### src/rtl/rv32i_pkg.sv
// Shared types and constants for the RV32I pipeline control blocks.
package rv32i_pkg;

    localparam int unsigned REG_W = 5;
    localparam int unsigned TMO_W = 8;
    localparam int unsigned CNT_W = 32;

    // Hazard scheduler sequencing states
    typedef enum logic [1:0] {
        INIT    = 2'd0,
        RUN     = 2'd1,
        MEMWAIT = 2'd2
    } hazState_t;

    // Execute-stage operand forward selects
    localparam logic [1:0] FWD_NONE = 2'b00;
    localparam logic [1:0] FWD_W    = 2'b01;
    localparam logic [1:0] FWD_M    = 2'b10;

    // ResultSrcE encoding that marks a load in Execute
    localparam logic [1:0] RESULTSRC_LOAD = 2'b01;

    // True when a load in Execute produces a register the Decode instruction reads
    function automatic logic loadUse(
        input logic [1:0]       resultSrcE,
        input logic [REG_W-1:0] rdE,
        input logic [REG_W-1:0] rs1D,
        input logic [REG_W-1:0] rs2D
    );
        return (resultSrcE == RESULTSRC_LOAD) && (rdE != '0) &&
               ((rdE == rs1D) || (rdE == rs2D));
    endfunction

endpackage

### src/rtl/rv32i_fwd_sel.sv
// Per-operand forward selection for Execute; Memory-stage result has priority.
module rv32i_fwd_sel
    import rv32i_pkg::*;
(
    input  logic [REG_W-1:0] rsE,
    input  logic [REG_W-1:0] rdM,
    input  logic [REG_W-1:0] rdW,
    input  logic             regWriteM,
    input  logic             regWriteW,
    output logic [1:0]       forward_c
);

    // x0 is never forwarded; newest producer (M) beats W
    always_comb begin
        forward_c = FWD_NONE;
        if ((rsE != '0) && regWriteM && (rdM == rsE)) begin
            forward_c = FWD_M;
        end else if ((rsE != '0) && regWriteW && (rdW == rsE)) begin
            forward_c = FWD_W;
        end
    end

endmodule

### src/rtl/rv32i_hazard_sched.sv
// Hazard controller for the 5-stage RV32I core: post-reset drain, load-use
// stalls, redirect flushes, data-memory wait handling and Execute forwarding.
module rv32i_hazard_sched
    import rv32i_pkg::*;
#(
    parameter int unsigned INIT_FLUSH = 2,
    parameter int unsigned MEM_TMO    = 255
) (
    input  logic             clk,
    input  logic             rst,
    input  logic [REG_W-1:0] Rs1D,
    input  logic [REG_W-1:0] Rs2D,
    input  logic [REG_W-1:0] Rs1E,
    input  logic [REG_W-1:0] Rs2E,
    input  logic [REG_W-1:0] RdE,
    input  logic [REG_W-1:0] RdM,
    input  logic [REG_W-1:0] RdW,
    input  logic [1:0]       ResultSrcE,
    input  logic             RegWriteM,
    input  logic             RegWriteW,
    input  logic             PCSrcE,
    input  logic             MemReqM,
    input  logic             MemReadyM,
    output logic             StallF,
    output logic             StallD,
    output logic             FlushD,
    output logic             FlushE,
    output logic             StallEM,
    output logic             FlushW,
    output logic [1:0]       ForwardAE,
    output logic [1:0]       ForwardBE,
    output logic [CNT_W-1:0] StallCnt,
    output logic             MemTimeout
);

    localparam int unsigned        INIT_W    = (INIT_FLUSH > 1) ? $clog2(INIT_FLUSH) : 1;
    localparam logic [INIT_W-1:0]  INIT_LOAD = INIT_W'(INIT_FLUSH - 1);
    localparam logic [TMO_W-1:0]   TMO_LIMIT = TMO_W'(MEM_TMO);

    hazState_t         state;
    hazState_t         stateNext;
    logic [INIT_W-1:0] initCnt;
    logic [TMO_W-1:0]  tmoCnt;
    logic              lwStall;

    assign lwStall = loadUse(ResultSrcE, RdE, Rs1D, Rs2D);

    // State register; reset always lands in INIT with nothing pending
    always_ff @(posedge clk or negedge rst) begin
        if (!rst) begin
            state <= INIT;
        end else begin
            state <= stateNext;
        end
    end

    // Next state and stall/flush decode
    always_comb begin
        stateNext = state;
        StallF    = 1'b0;
        StallD    = 1'b0;
        FlushD    = 1'b0;
        FlushE    = 1'b0;
        StallEM   = 1'b0;
        FlushW    = 1'b0;
        case (state)
            INIT: begin
                StallF = 1'b1;
                FlushD = 1'b1;
                FlushE = 1'b1;
                if (initCnt == '0) begin
                    stateNext = RUN;
                end
            end
            RUN: begin
                if (MemReqM && !MemReadyM) begin
                    // Wait outputs take effect in the cycle the miss is seen
                    stateNext = MEMWAIT;
                    StallF    = 1'b1;
                    StallD    = 1'b1;
                    StallEM   = 1'b1;
                    FlushW    = 1'b1;
                end else if (PCSrcE) begin
                    // Redirect squashes the younger instructions, including a stalled one
                    FlushD = 1'b1;
                    FlushE = 1'b1;
                end else if (lwStall) begin
                    // Bubble into E lets the load advance, so this lasts one cycle
                    StallF = 1'b1;
                    StallD = 1'b1;
                    FlushE = 1'b1;
                end
            end
            MEMWAIT: begin
                // E is frozen here, so a redirect in E is re-seen after the wait
                StallF  = 1'b1;
                StallD  = 1'b1;
                StallEM = 1'b1;
                FlushW  = !MemReadyM;
                if (MemReadyM) begin
                    stateNext = RUN;
                end
            end
            default: begin
                stateNext = INIT;
            end
        endcase
    end

    // Post-reset drain counter
    always_ff @(posedge clk or negedge rst) begin
        if (!rst) begin
            initCnt <= INIT_LOAD;
        end else if ((state == INIT) && (initCnt != '0)) begin
            initCnt <= initCnt - INIT_W'(1);
        end
    end

    // Memory-wait duration counter, cleared outside MEMWAIT
    always_ff @(posedge clk or negedge rst) begin
        if (!rst) begin
            tmoCnt <= '0;
        end else if (state == MEMWAIT) begin
            if (tmoCnt != '1) begin
                tmoCnt <= tmoCnt + TMO_W'(1);
            end
        end else begin
            tmoCnt <= '0;
        end
    end

    // Sticky timeout flag
    always_ff @(posedge clk or negedge rst) begin
        if (!rst) begin
            MemTimeout <= 1'b0;
        end else if ((state == MEMWAIT) && (tmoCnt == TMO_LIMIT)) begin
            MemTimeout <= 1'b1;
        end
    end

    // Saturating count of fetch-stall cycles outside the reset drain
    always_ff @(posedge clk or negedge rst) begin
        if (!rst) begin
            StallCnt <= '0;
        end else if ((state != INIT) && StallF && (StallCnt != '1)) begin
            StallCnt <= StallCnt + CNT_W'(1);
        end
    end

    rv32i_fwd_sel u_fwdA (
        .rsE       (Rs1E),
        .rdM       (RdM),
        .rdW       (RdW),
        .regWriteM (RegWriteM),
        .regWriteW (RegWriteW),
        .forward_c (ForwardAE)
    );

    rv32i_fwd_sel u_fwdB (
        .rsE       (Rs2E),
        .rdM       (RdM),
        .rdW       (RdW),
        .regWriteM (RegWriteM),
        .regWriteW (RegWriteW),
        .forward_c (ForwardBE)
    );

endmodule

### config.mk
export PLATFORM = sky130hd
export DESIGN_NAME = rv32i_hazard_sched
export DESIGN_NICKNAME = d
export VERILOG_FILES = /design/src/rtl/rv32i_pkg.sv /design/src/rtl/rv32i_fwd_sel.sv /design/src/rtl/rv32i_hazard_sched.sv
export SDC_FILE = /design/constraint.sdc
export NUM_CORES = 1
export LEC_CHECK = 0
export CAP_MARGIN = 15
export CORE_MARGIN = 2
export CORE_UTILIZATION = 40
export CTS_CLUSTER_SIZE = 14
export DETAILED_ROUTE_END_ITERATION = 8
export DONT_BUFFER_PORTS = 1
export HOLD_SLACK_MARGIN = 0.1
export SETUP_SLACK_MARGIN = 0.05
export SYNTH_ARGS = -nofsm -noshare
export SYNTH_HDL_FRONTEND = slang
export SYNTH_SLANG_ARGS = --single-unit
export TNS_END_PERCENT = 5
### constraint.sdc
create_clock -name clk -period 4.7 [get_ports clk]
set_input_delay 1.41 -clock clk [delete_from_list [all_inputs] [get_ports clk]]
set_output_delay 1.41 -clock clk [all_outputs]
set_load 0.005 [all_outputs]
==> results by group <==
Status
  • Status: completed

Layout
  • Inserted Diodes: 0
  • Area grow syn2layout: 7.108%
  • Core Util, Final: 0.4409
  • Share of layout cells above drive strength 1: 0.07047
  • Final net count: 347
  • Finished Cell Area: 0.002979 sq mm

STA
  • Achievable Freq: 251.6 MHz
  • Slew Viols, Final: 0
  • Hold Fails Final Rpt: 0
  • Setup TNS: 0 ns
  • RSZ-0062 raised after global routing: false
  • Final Cycle Share: 0.8455
  • Worst slew pin tran: 0.8878 ns
  • Skew final: 0.005703 ns
  • Slew headroom: 0.4082
  • Final setup vio count: 0
  • Post-layout minimum cycle time: 3.974 ns

Route
  • Final wirelength: 6243 um
  • Highest Signal Layer: met4
  • Routed length on met1: 2814 um
  • TritonRoute pass-1 iters: 4
  • Met2 WL: 2989 um
  • Metal3 WL: 387 um
  • Via count: 2112
  • Antenna-violating nets left: 0
  • DR iter-0 viols: 89
  • WL/cell: 16.52 um
  • Via density: 5.587
  • # DRC: 0

Synthesis
  • Synth Cell Area: 0.002781 sq mm
  • Main combinational cell family by area after synthesis: simple AND/OR/NAND/NOR gates
  • Yosys warns: 0
  • Complex-gate fraction of the synthesized area: 0.04948
  • Async set-reset flop share out of synthesis: 1.000
  • Multiplexer area fraction after synthesis: 0.007647
  • Most common flop cell mapped by yosys: dfrtp_1
  • Post-synth EDFFs: 0
  • Synth Area in XOR/XNOR: 0.2015
  • Adder and majority cell fraction of the synthesized area: 0.02699
  • Register area share after synthesis: 0.3963
  • Unique masters post-synth: 46
  • Register bit total from synthesis: 44
  • Syn Nets: 347
  • Syn avg cell area: 9.365 sq um
  • Simple-Gate Fraction of Synth Area: 0.2915
  • Post-synthesis cell count: 297

Critical path
  • WP data required: 3.29 ns
  • CP endpoint kind: output port
  • Crit Path Class: in2out
  • Largest fanout on the critical path: 3
  • Critical Path Source Type: input port
  • Data arrival, critical path: 2.56 ns

Die
  • # IOs: 87
  • Die X: 87.39 um
  • Row cnt: 30
  • Die area: 0.007636 sq mm
  • Initial core utilization: 0.4117
  • Area of the core: 0.006756 sq mm
  • Chip height: 87.39 um

CTS
  • Root Driver: clkbuf_8
  • # clock sinks: 44
  • CTS clk-pin slew, worst paths: 0.08 ns
  • H-tree levels: 2
  • Clk_lat worst skew: 0.30 ns
  • CTS tree: built
  • Quantity of gates resized following cts: 0
  • CTS Buffer Depth: 2
  • Setup repair bufs after CTS: 0
  • CTS buffer count: 5
  • Post-cts hold buffer count: 0

Global routing
  • GRT overflow: 0
  • Total track usage: 0.1730
  • First-pass GRT wire length: 10550 um
  • Vias in the first global route: 2139
  • Largest net degree at the start of global routing: 45
  • Initial antenna violation count: 0

Power and ir drop
  • Leakage Power: 0.001193 uW
  • VDD IR max: 0.0002498 V
  • PnR Total Power: 1209 uW
  • Pwr Density: 405.8 mW/mm^2

Min path
  • Worst Hold Class: reg2reg

Job
  • Maximum Capacitance Violations: 0

Placement
  • Cell area after placement: 0.002853 sq mm
  • Buffers on Ports: 0
  • RePlAce Congestion: 0.7868
  • DP HPWL: 4684 um
## cell usage after synthesis (2+ instances only)
master / count / share of area
nor3_1: 9 / 0.016
dfrtp_1: 43 / 0.39
nor2_1: 18 / 0.024
nor3b_1: 2 / 0.0054
ha_1: 6 / 0.027
a21oi_1: 4 / 0.0072
nor4_1: 18 / 0.040
nand2b_1: 7 / 0.016
nand2_1: 29 / 0.039
nand4_1: 14 / 0.031
clkbuf_1: 5 / 0.0067
inv_1: 10 / 0.013
nor3_2: 2 / 0.0072
o21ai_0: 4 / 0.0072
buf_2: 2 / 0.0036
and3_1: 4 / 0.0090
xor2_1: 21 / 0.066
a31oi_1: 2 / 0.0045
nand3_1: 21 / 0.038
or4_1: 7 / 0.019
nor4b_1: 2 / 0.0063
xnor2_1: 43 / 0.14
## metrics by stage
step / std cells / hold WS (ns) / setup slack (ns)
2_1_floorplan: 297 / 0.4590 / 0.8351
3_3_place_gp: 370 / 0.4817 / 0.7824
3_5_place_dp: 370 / 0.4878 / 0.7490
4_1_cts: 378 / 0.5025 / 0.7432
5_1_grt: 378 / 0.5196 / 0.6573
6_report: 378 / 0.4990 / 0.7261
## final cells by class
type                            count  area, sq um
Clock inverter                      1        30.03
Tap cell                           80        100.1
Sequential cell                    44         1102
Fill cell                         664         3777
Clock buffer                        7        96.34
Timing Repair Buffer                1        7.507
Multi-Input combinational cell    235         1605
Inverter                           10        37.54
## layer usage
layer	vias up	global-route usage
met5	-	0
met4	0	0.04615
met3	5	0.05213
met2	41	0.2734
met1	1012	0.2309
li1	1054	-
## cell families after synthesis
kind of cell | Yosys count
compound gates | 19
xor+xnor | 64
fa+ha+maj | 6
buf+inv | 18
flops | 44
mux | 2
simple gates | 144
## worst max-delay path, stage by stage
cell and delay [ns]:
or4_1 0.52, nor2_1 0.15, nor4_1 0.10, nor4_1 0.38
## power by group
part | switching, uW | total, uW | internal, uW
logic | 274 | 421 | 148
registers | 57.1 | 473 | 416
clock network | 127 | 314 | 188
## cells in the final DEF (no fill, tap or decap), types with 6 or more instances in the layout
| cell | count |
|---|---|
| nor4_1 | 18 |
| nand2_1 | 29 |
| xnor2_1 | 43 |
| nor2_1 | 18 |
| or4_1 | 7 |
| ha_1 | 6 |
| dfrtp_1 | 43 |
| nor3_1 | 9 |
| nand3_1 | 21 |
| inv_1 | 10 |
| xor2_1 | 21 |
| nand4_1 | 14 |
| clkbuf_8 | 7 |
| nand2b_1 | 7 |
## state kept, by name, indices dropped and copies added (netlist names)
name / count
initCnt: 1
tmoCnt: 8
StallCnt: 32
state: 2
MemTimeout: 1
## path summary, 6_finish.rpt
kind | startpoint | to | slack (ns) | cells after the start
max | Rs1E[1] | ForwardAE[0] | 0.73 | 4
min | initCnt | initCnt | 0.50 | 1
max reg2reg | StallCnt[0] | StallCnt[13] | 2.35 | 7
min reg2reg | initCnt | initCnt | 0.50 | 1
max in group asynchronous | rst | initCnt | 3.73 | 0
min in group asynchronous | rst | state[0] | 0.80 | 0
Note: power is estimated with default switching activity, not from simulation.
